File: src/rtl/epochtv1_vram_arb_if.sv
// TV-1 VRAM arbiter bus bundle: CPU port, sprite fetch port and the 2x8-bit VRAM lanes.
interface epochtv1_vram_arb_if;
    localparam int unsigned CPU_AW = 13;
    localparam int unsigned VRAM_AW = 12;

    logic                 CPU_REQ;
    logic                 CPU_WE;
    logic [CPU_AW-1:0]    CPU_A;
    logic [7:0]           CPU_DI;
    logic                 CPU_GNT;
    logic [7:0]           CPU_DO;
    logic                 CPU_DVAL;

    logic                 SPR_REQ;
    logic [VRAM_AW-1:0]   SPR_A;
    logic                 SPR_GNT;
    logic [15:0]          SPR_D;
    logic                 SPR_DVAL;

    logic [VRAM_AW-1:0]   VAA;
    logic [VRAM_AW-1:0]   VBA;
    logic [7:0]           VAD_I;
    logic [7:0]           VBD_I;
    logic [7:0]           VAD_O;
    logic [7:0]           VBD_O;
    logic                 nVARD;
    logic                 nVBRD;
    logic                 nVAWR;
    logic                 nVBWR;

    // Requesters and VRAM device side
    modport master (
        output CPU_REQ, CPU_WE, CPU_A, CPU_DI,
        output SPR_REQ, SPR_A,
        output VAD_I, VBD_I,
        input  CPU_GNT, CPU_DO, CPU_DVAL,
        input  SPR_GNT, SPR_D, SPR_DVAL,
        input  VAA, VBA, VAD_O, VBD_O, nVARD, nVBRD, nVAWR, nVBWR
    );

    // Arbiter side
    modport slave (
        input  CPU_REQ, CPU_WE, CPU_A, CPU_DI,
        input  SPR_REQ, SPR_A,
        input  VAD_I, VBD_I,
        output CPU_GNT, CPU_DO, CPU_DVAL,
        output SPR_GNT, SPR_D, SPR_DVAL,
        output VAA, VBA, VAD_O, VBD_O, nVARD, nVBRD, nVAWR, nVBWR
    );
endinterface

File: src/rtl/epochtv1_vram_arb.sv
// TV-1 VRAM slot scheduler: per-slot arbitration between a CPU port with a
// one-entry posted write buffer (read forwarding) and the sprite fetcher.
module epochtv1_vram_arb #(
    parameter int unsigned CPU_MAX_WAIT = 4
) (
    input  logic CLK,
    input  logic RESB,
    input  logic CE,
    input  logic RENDER,
    epochtv1_vram_arb_if.slave bus
);
    localparam int unsigned CNT_W = 4;
    localparam int unsigned CPU_AW = 13;
    localparam int unsigned VRAM_AW = 12;
    localparam logic [CNT_W-1:0] CNT_MAX = CNT_W'(CPU_MAX_WAIT);
    localparam logic [CNT_W-1:0] CNT_SAT = '1;

    typedef struct packed {
        logic              valid;
        logic [CPU_AW-1:0] addr;
        logic [7:0]        data;
    } wb_t;

    wb_t                 wb_q;
    logic [CNT_W-1:0]    cnt_q;
    logic [VRAM_AW-1:0]  addr_q;
    logic                cpu_dval_q;
    logic [7:0]          cpu_do_q;
    logic                spr_dval_q;
    logic [15:0]         spr_d_q;

    logic                c_drain;
    logic                c_read;
    logic                c_pend;
    logic                fwd;
    logic                c_win;
    logic                s_win;
    logic                drain;
    logic                rd_win;
    logic                wr_gnt;
    logic [VRAM_AW-1:0]  addr_c;

    // Slot decision: candidates, winner, write acceptance and forwarding
    always_comb begin
        c_drain = wb_q.valid;
        c_read  = !wb_q.valid && bus.CPU_REQ && !bus.CPU_WE;
        c_pend  = c_drain || c_read;
        fwd     = RESB && wb_q.valid && bus.CPU_REQ && !bus.CPU_WE &&
                  (wb_q.addr == bus.CPU_A);
        c_win   = 1'b0;
        s_win   = 1'b0;
        if (RESB) begin
            if (!RENDER) begin
                c_win = c_pend;
                s_win = !c_pend && bus.SPR_REQ;
            end else begin
                c_win = c_pend && (!bus.SPR_REQ || (cnt_q == CNT_MAX));
                s_win = bus.SPR_REQ && !c_win;
            end
        end
        drain  = c_win && c_drain;
        rd_win = c_win && c_read;
        wr_gnt = RESB && bus.CPU_REQ && bus.CPU_WE && (!wb_q.valid || drain);
    end

    // Address mux; an idle slot keeps the previous address on the bus
    always_comb begin
        addr_c = addr_q;
        if (drain) begin
            addr_c = wb_q.addr[CPU_AW-1:1];
        end else if (rd_win) begin
            addr_c = bus.CPU_A[CPU_AW-1:1];
        end else if (s_win) begin
            addr_c = bus.SPR_A;
        end
    end

    assign bus.CPU_GNT  = wr_gnt || fwd || rd_win;
    assign bus.SPR_GNT  = s_win;
    assign bus.VAA      = addr_c;
    assign bus.VBA      = addr_c;
    assign bus.VAD_O    = wb_q.data;
    assign bus.VBD_O    = wb_q.data;
    assign bus.nVARD    = !(rd_win || s_win);
    assign bus.nVBRD    = !(rd_win || s_win);
    assign bus.nVAWR    = !(drain && !wb_q.addr[0]);
    assign bus.nVBWR    = !(drain && wb_q.addr[0]);
    assign bus.CPU_DO   = cpu_do_q;
    assign bus.CPU_DVAL = cpu_dval_q;
    assign bus.SPR_D    = spr_d_q;
    assign bus.SPR_DVAL = spr_dval_q;

    // Slot-edge state update: write buffer, starvation counter, read returns
    always_ff @(posedge CLK) begin
        if (!RESB) begin
            wb_q       <= '0;
            cnt_q      <= '0;
            addr_q     <= '0;
            cpu_dval_q <= 1'b0;
            cpu_do_q   <= '0;
            spr_dval_q <= 1'b0;
            spr_d_q    <= '0;
        end else if (CE) begin
            if (wr_gnt) begin
                wb_q <= wb_t'{valid: 1'b1, addr: bus.CPU_A, data: bus.CPU_DI};
            end else if (drain) begin
                wb_q.valid <= 1'b0;
            end

            if (s_win && c_pend) begin
                cnt_q <= (cnt_q == CNT_SAT) ? cnt_q : cnt_q + CNT_W'(1);
            end else begin
                cnt_q <= '0;
            end

            addr_q     <= addr_c;
            cpu_dval_q <= fwd || rd_win;
            if (fwd) begin
                cpu_do_q <= wb_q.data;
            end else if (rd_win) begin
                cpu_do_q <= bus.CPU_A[0] ? bus.VBD_I : bus.VAD_I;
            end

            spr_dval_q <= s_win;
            if (s_win) begin
                spr_d_q <= {bus.VBD_I, bus.VAD_I};
            end
        end
    end
endmodule
File: src/flat_wrapper.sv
// flat-port wrapper written by rule: the top's interface ports become plain ports
module epochtv1_vram_arb_flat 
#(
    parameter int unsigned CPU_MAX_WAIT = 4
)
  (CLK, RESB, CE, RENDER, bus_CPU_REQ, bus_CPU_WE, bus_CPU_A, bus_CPU_DI, bus_SPR_REQ, bus_SPR_A, bus_VAD_I, bus_VBD_I, bus_CPU_GNT, bus_CPU_DO, bus_CPU_DVAL, bus_SPR_GNT, bus_SPR_D, bus_SPR_DVAL, bus_VAA, bus_VBA, bus_VAD_O, bus_VBD_O, bus_nVARD, bus_nVBRD, bus_nVAWR, bus_nVBWR);
  epochtv1_vram_arb_if bus_i ();
  input  logic CLK;
  input  logic RESB;
  input  logic CE;
  input  logic RENDER;
  input wire logic [$bits(bus_i.CPU_REQ)-1:0] bus_CPU_REQ;
  input wire logic [$bits(bus_i.CPU_WE)-1:0] bus_CPU_WE;
  input wire logic [$bits(bus_i.CPU_A)-1:0] bus_CPU_A;
  input wire logic [$bits(bus_i.CPU_DI)-1:0] bus_CPU_DI;
  input wire logic [$bits(bus_i.SPR_REQ)-1:0] bus_SPR_REQ;
  input wire logic [$bits(bus_i.SPR_A)-1:0] bus_SPR_A;
  input wire logic [$bits(bus_i.VAD_I)-1:0] bus_VAD_I;
  input wire logic [$bits(bus_i.VBD_I)-1:0] bus_VBD_I;
  output wire logic [$bits(bus_i.CPU_GNT)-1:0] bus_CPU_GNT;
  output wire logic [$bits(bus_i.CPU_DO)-1:0] bus_CPU_DO;
  output wire logic [$bits(bus_i.CPU_DVAL)-1:0] bus_CPU_DVAL;
  output wire logic [$bits(bus_i.SPR_GNT)-1:0] bus_SPR_GNT;
  output wire logic [$bits(bus_i.SPR_D)-1:0] bus_SPR_D;
  output wire logic [$bits(bus_i.SPR_DVAL)-1:0] bus_SPR_DVAL;
  output wire logic [$bits(bus_i.VAA)-1:0] bus_VAA;
  output wire logic [$bits(bus_i.VBA)-1:0] bus_VBA;
  output wire logic [$bits(bus_i.VAD_O)-1:0] bus_VAD_O;
  output wire logic [$bits(bus_i.VBD_O)-1:0] bus_VBD_O;
  output wire logic [$bits(bus_i.nVARD)-1:0] bus_nVARD;
  output wire logic [$bits(bus_i.nVBRD)-1:0] bus_nVBRD;
  output wire logic [$bits(bus_i.nVAWR)-1:0] bus_nVAWR;
  output wire logic [$bits(bus_i.nVBWR)-1:0] bus_nVBWR;
  assign bus_i.CPU_REQ = bus_CPU_REQ;
  assign bus_i.CPU_WE = bus_CPU_WE;
  assign bus_i.CPU_A = bus_CPU_A;
  assign bus_i.CPU_DI = bus_CPU_DI;
  assign bus_i.SPR_REQ = bus_SPR_REQ;
  assign bus_i.SPR_A = bus_SPR_A;
  assign bus_i.VAD_I = bus_VAD_I;
  assign bus_i.VBD_I = bus_VBD_I;
  assign bus_CPU_GNT = bus_i.CPU_GNT;
  assign bus_CPU_DO = bus_i.CPU_DO;
  assign bus_CPU_DVAL = bus_i.CPU_DVAL;
  assign bus_SPR_GNT = bus_i.SPR_GNT;
  assign bus_SPR_D = bus_i.SPR_D;
  assign bus_SPR_DVAL = bus_i.SPR_DVAL;
  assign bus_VAA = bus_i.VAA;
  assign bus_VBA = bus_i.VBA;
  assign bus_VAD_O = bus_i.VAD_O;
  assign bus_VBD_O = bus_i.VBD_O;
  assign bus_nVARD = bus_i.nVARD;
  assign bus_nVBRD = bus_i.nVBRD;
  assign bus_nVAWR = bus_i.nVAWR;
  assign bus_nVBWR = bus_i.nVBWR;
  epochtv1_vram_arb #(.CPU_MAX_WAIT(CPU_MAX_WAIT)) u_core (.CLK(CLK), .RESB(RESB), .CE(CE), .RENDER(RENDER), .bus(bus_i));
endmodule
File: config.mk
export PLATFORM = sky130hd
export DESIGN_NAME = epochtv1_vram_arb_flat
export DESIGN_NICKNAME = d
export VERILOG_FILES = /design/src/rtl/epochtv1_vram_arb_if.sv /design/src/rtl/epochtv1_vram_arb.sv /design/src/flat_wrapper.sv
export SDC_FILE = /design/constraint.sdc
export NUM_CORES = 1
export LEC_CHECK = 0
export ABC_AREA = 1
export BUFFER_PORTS_ARGS = -buffer_cell sky130_fd_sc_hd__buf_2
export CAP_MARGIN = 20
export CORE_MARGIN = 3
export CORE_UTILIZATION = 51
export CTS_CLUSTER_DIAMETER = 120
export CTS_CLUSTER_SIZE = 28
export DETAILED_ROUTE_END_ITERATION = 12
export PLACE_DENSITY = 0.81
export RECOVER_POWER = 100
export SLEW_MARGIN = 20
export SYNTH_ARGS = -nofsm -noshare
export SYNTH_HDL_FRONTEND = slang
export SYNTH_SLANG_ARGS = --single-unit
File: constraint.sdc
create_clock -name CLK -period 2.1 [get_ports CLK]
set_input_delay 0.315 -clock CLK [delete_from_list [all_inputs] [get_ports CLK]]
set_output_delay 0.315 -clock CLK [all_outputs]
set_load 0.1 [all_outputs]
## Yosys cells after proc, flatten, opt, wreduce, memory -nomap -nowiden

Index checks and enable logic that the tools add are counted.

| cells by class | value |
|---|---|
| reduce and logical (&&, ||, !) cells | 40 |
| eq/ne operators | 4 |
| muxes and demuxes | 14 |
| $add $sub $neg | 1 |

Operators by type and width:

| kind | number |
|---|---|
| 12-bit 2-to-1 mux | 3 |
| 8-bit 2-to-1 mux | 3 |
| 1-bit logical AND | 17 |
| 13-bit equality test | 1 |
| 2-bit AND reduction | 5 |
| 1-bit zero test | 9 |
| 4-bit 2-to-1 mux | 2 |
| 1-bit logical OR | 7 |
| 1-bit 2-to-1 mux | 6 |
| 4-bit by 1-bit adder with 4-bit output (second input constant) | 1 |
| 4-bit by 3-bit equality test with 1-bit output (second input constant) | 1 |
| 4-bit equality test (second input constant) | 1 |
| 2-bit nonzero test | 2 |
| 2-bit != test (second input constant) | 1 |

| storage, ports and cells | value |
|---|---|
| input bits | 56 |
| logic and storage cells | 68 |
| register bits | 64 |

## Longest topological paths before layout

| logic depth | value |
|---|---|
| depth after elaboration | 12 |
| mapped depth | 14 |
| gate-level depth less buffers | 12 |

## Worst setup path before layout

Ideal clock, no wire load.

| timing | value |
|---|---|
| path type | register to output |
| start | register u_core.cnt_q[0] |
| end | output port bus_VBA[0] |
| buffers on the path | 2 |
| setup slack | -0.713 ns |
| arrival | 2.498 ns |
| stages on the path, launching flop included | 11 |
| path through | dfxtp_1 -> inv_1 -> ha_1 -> nand3_1 -> nand3_1 -> inv_1 -> nor2_1 -> clkbuf_1 -> nand2_1 -> nand2_1 -> buf_4 |

| between the ends | value |
|---|---|
| longest elaborated chain between the ends | 10 |
| elaborated cells on any way between the ends | 14 |
| those cells by class | eq/ne: 1; mux: 7; reduce/logical: 6 |

RTL lines:

| what | line | text |
|---|---|---|
| from (decl) | epochtv1_vram_arb.sv:25 | `logic [CNT_W-1:0] cnt_q;` |
| from (signal assigned) | epochtv1_vram_arb.sv:111 | `cnt_q <= (cnt_q == CNT_SAT) ? cnt_q : cnt_q + CNT_W'(1);` |
| 4-bit by 3-bit equality test with 1-bit output * | epochtv1_vram_arb.sv:57 | `c_win = c_pend && (!bus.SPR_REQ \|\| (cnt_q == CNT_MAX));` |
| 1-bit logical OR * | epochtv1_vram_arb.sv:57 |  |
| 1-bit logical AND * | epochtv1_vram_arb.sv:57 |  |
| 1-bit zero test | epochtv1_vram_arb.sv:58 | `s_win = bus.SPR_REQ && !c_win;` |
| 1-bit logical AND | epochtv1_vram_arb.sv:58 |  |
| 1-bit 2-to-1 mux | epochtv1_vram_arb.sv:53 | `if (!RENDER) begin` |
| 1-bit 2-to-1 mux | epochtv1_vram_arb.sv:52 | `if (RESB) begin` |
| 12-bit 2-to-1 mux | epochtv1_vram_arb.sv:73 | `end else if (s_win) begin` |
| 12-bit 2-to-1 mux | epochtv1_vram_arb.sv:71 | `end else if (rd_win) begin` |
| 12-bit 2-to-1 mux * | epochtv1_vram_arb.sv:69 | `if (drain) begin` |
| to (decl) | flat_wrapper.sv:27 | `output wire logic [$bits(bus_i.VBA)-1:0] bus_VBA;` |

Mark *: on every way between the ends. The rest lies on a longest branch, timed or not.

## Final worst setup path

| timing | value |
|---|---|
| start | register u_core.cnt_q[1] |
| end | output port bus_VAA[0] |

| between the ends | value |
|---|---|
| longest elaborated chain between the ends | 10 |
| elaborated cells on any way between the ends | 14 |
| those cells by class | eq/ne: 1; mux: 7; reduce/logical: 6 |

RTL lines:

| what | line | text |
|---|---|---|
| 4-bit by 3-bit equality test with 1-bit output * | epochtv1_vram_arb.sv:57 |  |
| 1-bit logical OR * | epochtv1_vram_arb.sv:57 |  |
| 1-bit logical AND * | epochtv1_vram_arb.sv:57 |  |
| 1-bit zero test | epochtv1_vram_arb.sv:58 |  |
| 1-bit logical AND | epochtv1_vram_arb.sv:58 |  |
| 1-bit 2-to-1 mux | epochtv1_vram_arb.sv:53 |  |
| 1-bit 2-to-1 mux | epochtv1_vram_arb.sv:52 |  |
| 12-bit 2-to-1 mux | epochtv1_vram_arb.sv:73 |  |
| 12-bit 2-to-1 mux | epochtv1_vram_arb.sv:71 |  |
| 12-bit 2-to-1 mux * | epochtv1_vram_arb.sv:69 |  |
| to (decl) | flat_wrapper.sv:26 | `output wire logic [$bits(bus_i.VAA)-1:0] bus_VAA;` |

Marked as above.

==> results.json <==
{
  "totalWireLength_um": 13200,
  "hp-class": "in2reg",
  "drv_cap": 0,
  "worstSetupStartpointType": "flip-flop",
  "status": "finished, violations left",
  "die_h_um": 92.4,
  "crit_required_ns": 1.78,
  "port_buffers": 127,
  "synth_cell_types": 26,
  "synth_fp_nets": 681,
  "hold_path_startpoint": "bus_CPU_A[5]",
  "multi_input_area_um2": 2390,
  "design.core.area_um2": 7020,
  "synth_seq_cells": 64,
  "ioPinCount": 128,
  "first_global_vias": 4225,
  "register_area_um2": 1280,
  "cts.sinks": 64,
  "hpwl_um": 8290,
  "cts_buffers": 9,
  "rows": 30,
  "setup_viol": 30,
  "drc": 0,
  "r2r_end": "u_core.wb_q[20]",
  "crit_path_max_fanout": 7,
  "grt_max_degree": 50,
  "report.final.hold_viol_count": 0,
  "postRouteAntennaNets": 0,
  "die_area_um2": 8540,
  "r2r_setup_slack_ns": -0.01,
  "clk_pin_slew_ns": 0.08,
  "max_slew.worst_pin.slew_ns": 0.573,
  "layout_min_cycle_time_ns": 2.29,
  "rsz0062_at_grt": "yes",
  "peakVddDrop_uv": 673,
  "initial_core_util_pct": 54.3,
  "violations": "negative setup slack",
  "die-width_um": 92.4,
  "fin_tns_setup_ns": -4.53,
  "fin_cells": 846,
  "antenna_found_initial": 0,
  "drv_slew": 0,
  "leakage_nw": 2.98,
  "area_growth_pct": 50.7,
  "clock_path_buffers": 2,
  "first_pass_iters": 5,
  "fillers": 430,
  "worstSetupPathType": "reg2out",
  "cp.arrival_ns": 1.98,
  "hold_path_end": "u_core.wb_q[13]",
  "grt_pass1_wl_um": 19200,
  "nNetsFinal": 803,
  "synth_edf_count": 0,
  "cp-end-kind": "output port",
  "synth_seq_area_share_pct": 33.6,
  "grt_overflow": 0,
  "synth_area_um2": 3810,
  "worst_r2r_startpoint": "u_core.cnt_q[1]",
  "power_density_nw_per_um2": 736,
  "synthFlopType": "dfxtp_1",
  "yosysWarnings": 0,
  "wl_per_cell_um": 15.6,
  "clk_latency_ns": 0.35,
  "max-slew-margin-rel_pct": 62.0,
  "cts_hold_buf": 0,
  "gp_congestion": 0.844,
  "skew_ns": 0.00734,
  "timing.fmax_mhz": 437,
  "fin_ws_ns": -0.190,
  "cts_tree": "built",
  "fin_crit_sh_pct": 109,
  "h-tree-depth": 3,
  "viasPerCell": 5.42,
  "avgSynthCellArea_um2": 6.11,
  "syn-instance-count": 623,
  "drive_gt1_share_pct": 36.1,
  "drt_iter0_markers": 421,
  "cts_root_buf": "clkbuf_8",
  "antenna-diode-count": 0,
  "rr_worst_depth": 11,
  "dp_cells": 810,
  "hold_depth": 3,
  "async_flop_share_pct": 0,
  "track_usage_pct": 27.8,
  "via_count": 4584
}
[registers in the layout, indices dropped and copies added (netlist names)]
signal,flops
u_core.addr_q,12
u_core.bus.CPU_DO,8
u_core.bus.CPU_DVAL,1
u_core.bus.SPR_D,16
u_core.bus.SPR_DVAL,1
u_core.bus.VAD_O,8
u_core.c_drain,1
u_core.cnt_q,4
u_core.wb_q,13
[cell usage after synthesis, types with 2 or more instances]
cell type | number | share of area, %
ha_1 | 2 | 0.66
nand2_1 | 221 | 22
buf_6 | 2 | 0.59
a21oi_1 | 30 | 3.9
nand2_4 | 4 | 1.2
nand2_2 | 4 | 0.66
nor2_1 | 79 | 7.8
o21ai_0 | 16 | 2.1
inv_2 | 4 | 0.39
inv_1 | 57 | 5.6
buf_2 | 9 | 1.2
nand4_1 | 11 | 1.8
clkbuf_1 | 14 | 1.4
buf_4 | 30 | 5.9
nor2_2 | 2 | 0.33
nand3_1 | 65 | 8.5
dfxtp_1 | 64 | 34
[critical path, stage by stage, from the launching register on]
cell,delay [ns]
dfxtp_2,0.33
inv_2,0.07
ha_4,0.14
nand3_4,0.07
nand3_4,0.11
nand4_1,0.12
buf_6,0.16
clkbuf_16,0.17
nand3_4,0.09
nand2_4,0.06
nand2_4,0.11
buf_12,0.18
[area by class of cell]
class / count / area share (%)
clock inverter: 7 / 1.68
timing repair buffer: 166 / 25.9
tap: 96 / 2.09
clock buffer: 9 / 2.16
multi-input combinational: 442 / 41.7
inverter: 62 / 4.16
sequential: 64 / 22.4
[where the power goes]
part	total, mW	switching (mW)	internal (mW)
clock network	1.20	0.534	0.670
logic	1.72	1.16	0.558
registers	1.30	0.0357	1.26
total	4.23	1.73	2.49
[stage by stage]
stage | util (%) | hold WS (ns) | power (mW) | setup WS [ns] | area, µm²
after floorplan | - | 0.450 | 2.47 | -0.203 | 4100
after detailed placement | 71.7 | 0.450 | 2.88 | 0.102 | 5040
after global routing | 81.8 | 0.239 | 4.34 | -0.234 | 5740
after global placement | 71.7 | 0.448 | 2.86 | 0.107 | 5040
final | 81.8 | 0.235 | 4.23 | -0.190 | 5740
after CTS | 79.0 | 0.232 | 4.14 | -0.114 | 5540
[layout by cell type, fill, tap and decap left out, types with 2 or more instances in the layout]
master and instances:
clkbuf_2 42, nand3_4 6, a21oi_1 30, buf_12 35
inv_1 54, bufinv_16 2, nor2_2 2, o21ai_2 8
clkbuf_8 9, nand2_2 23, buf_2 55, buf_6 5
inv_2 5, clkinv_4 3, nand2_1 183, nand3_1 50
nand4_1 11, dfxtp_2 3, nand2_4 14, o21ai_0 4
buf_4 27, dfxtp_1 61, nand3_2 11, o21ai_1 5
clkinv_2 2, nand2_8 9, nor2_1 77, nor2_4 3
[repair_timing]
item | CTS | global route
endpoints found under the setup margin | 30 | 34
setup buffers | 11 | 5
pin swaps | 20 | 19
cloned | 1 | 3
resized for setup | 67 | 26
[worst max path at each step]
stage | from | end | slack (ns) | cells after the start
finish | u_core.cnt_q[1] | bus_VAA[0] | -0.19 | 11
global route | u_core.cnt_q[1] | bus_VAA[7] | -0.23 | 11
CTS | u_core.cnt_q[0] | bus_VBA[4] | -0.11 | 11
detailed placement | u_core.cnt_q[0] | bus_VBA[8] | 0.10 | 11
global placement | u_core.cnt_q[0] | bus_VAA[2] | 0.11 | 11
floorplan | u_core.cnt_q[1] | bus_nVBRD | -0.20 | 9
[routing by layer]
metal	vias up	part of all wire, %	GRT usage (%)
met1	2113	36	31.6
li1	2148	-	-
met3	38	10	7.47
met4	0	2.5	11.9
met2	285	51	48.9
met5	-	0	0
[logic make-up (layout without fill, tap and decap cells)]
group	after synthesis	in the layout	synth area share (%)
buffers and inverters	118	244	15.3
flip-flops	64	64	33.6
XOR/XNOR	1	1	0.230
AO/OA/AOI/OAI	48	48	6.70
AND/OR/NAND/NOR	390	391	43.5
adder cells (fa/ha/maj)	2	2	0.657
Power figures use the tool's default switching activity.
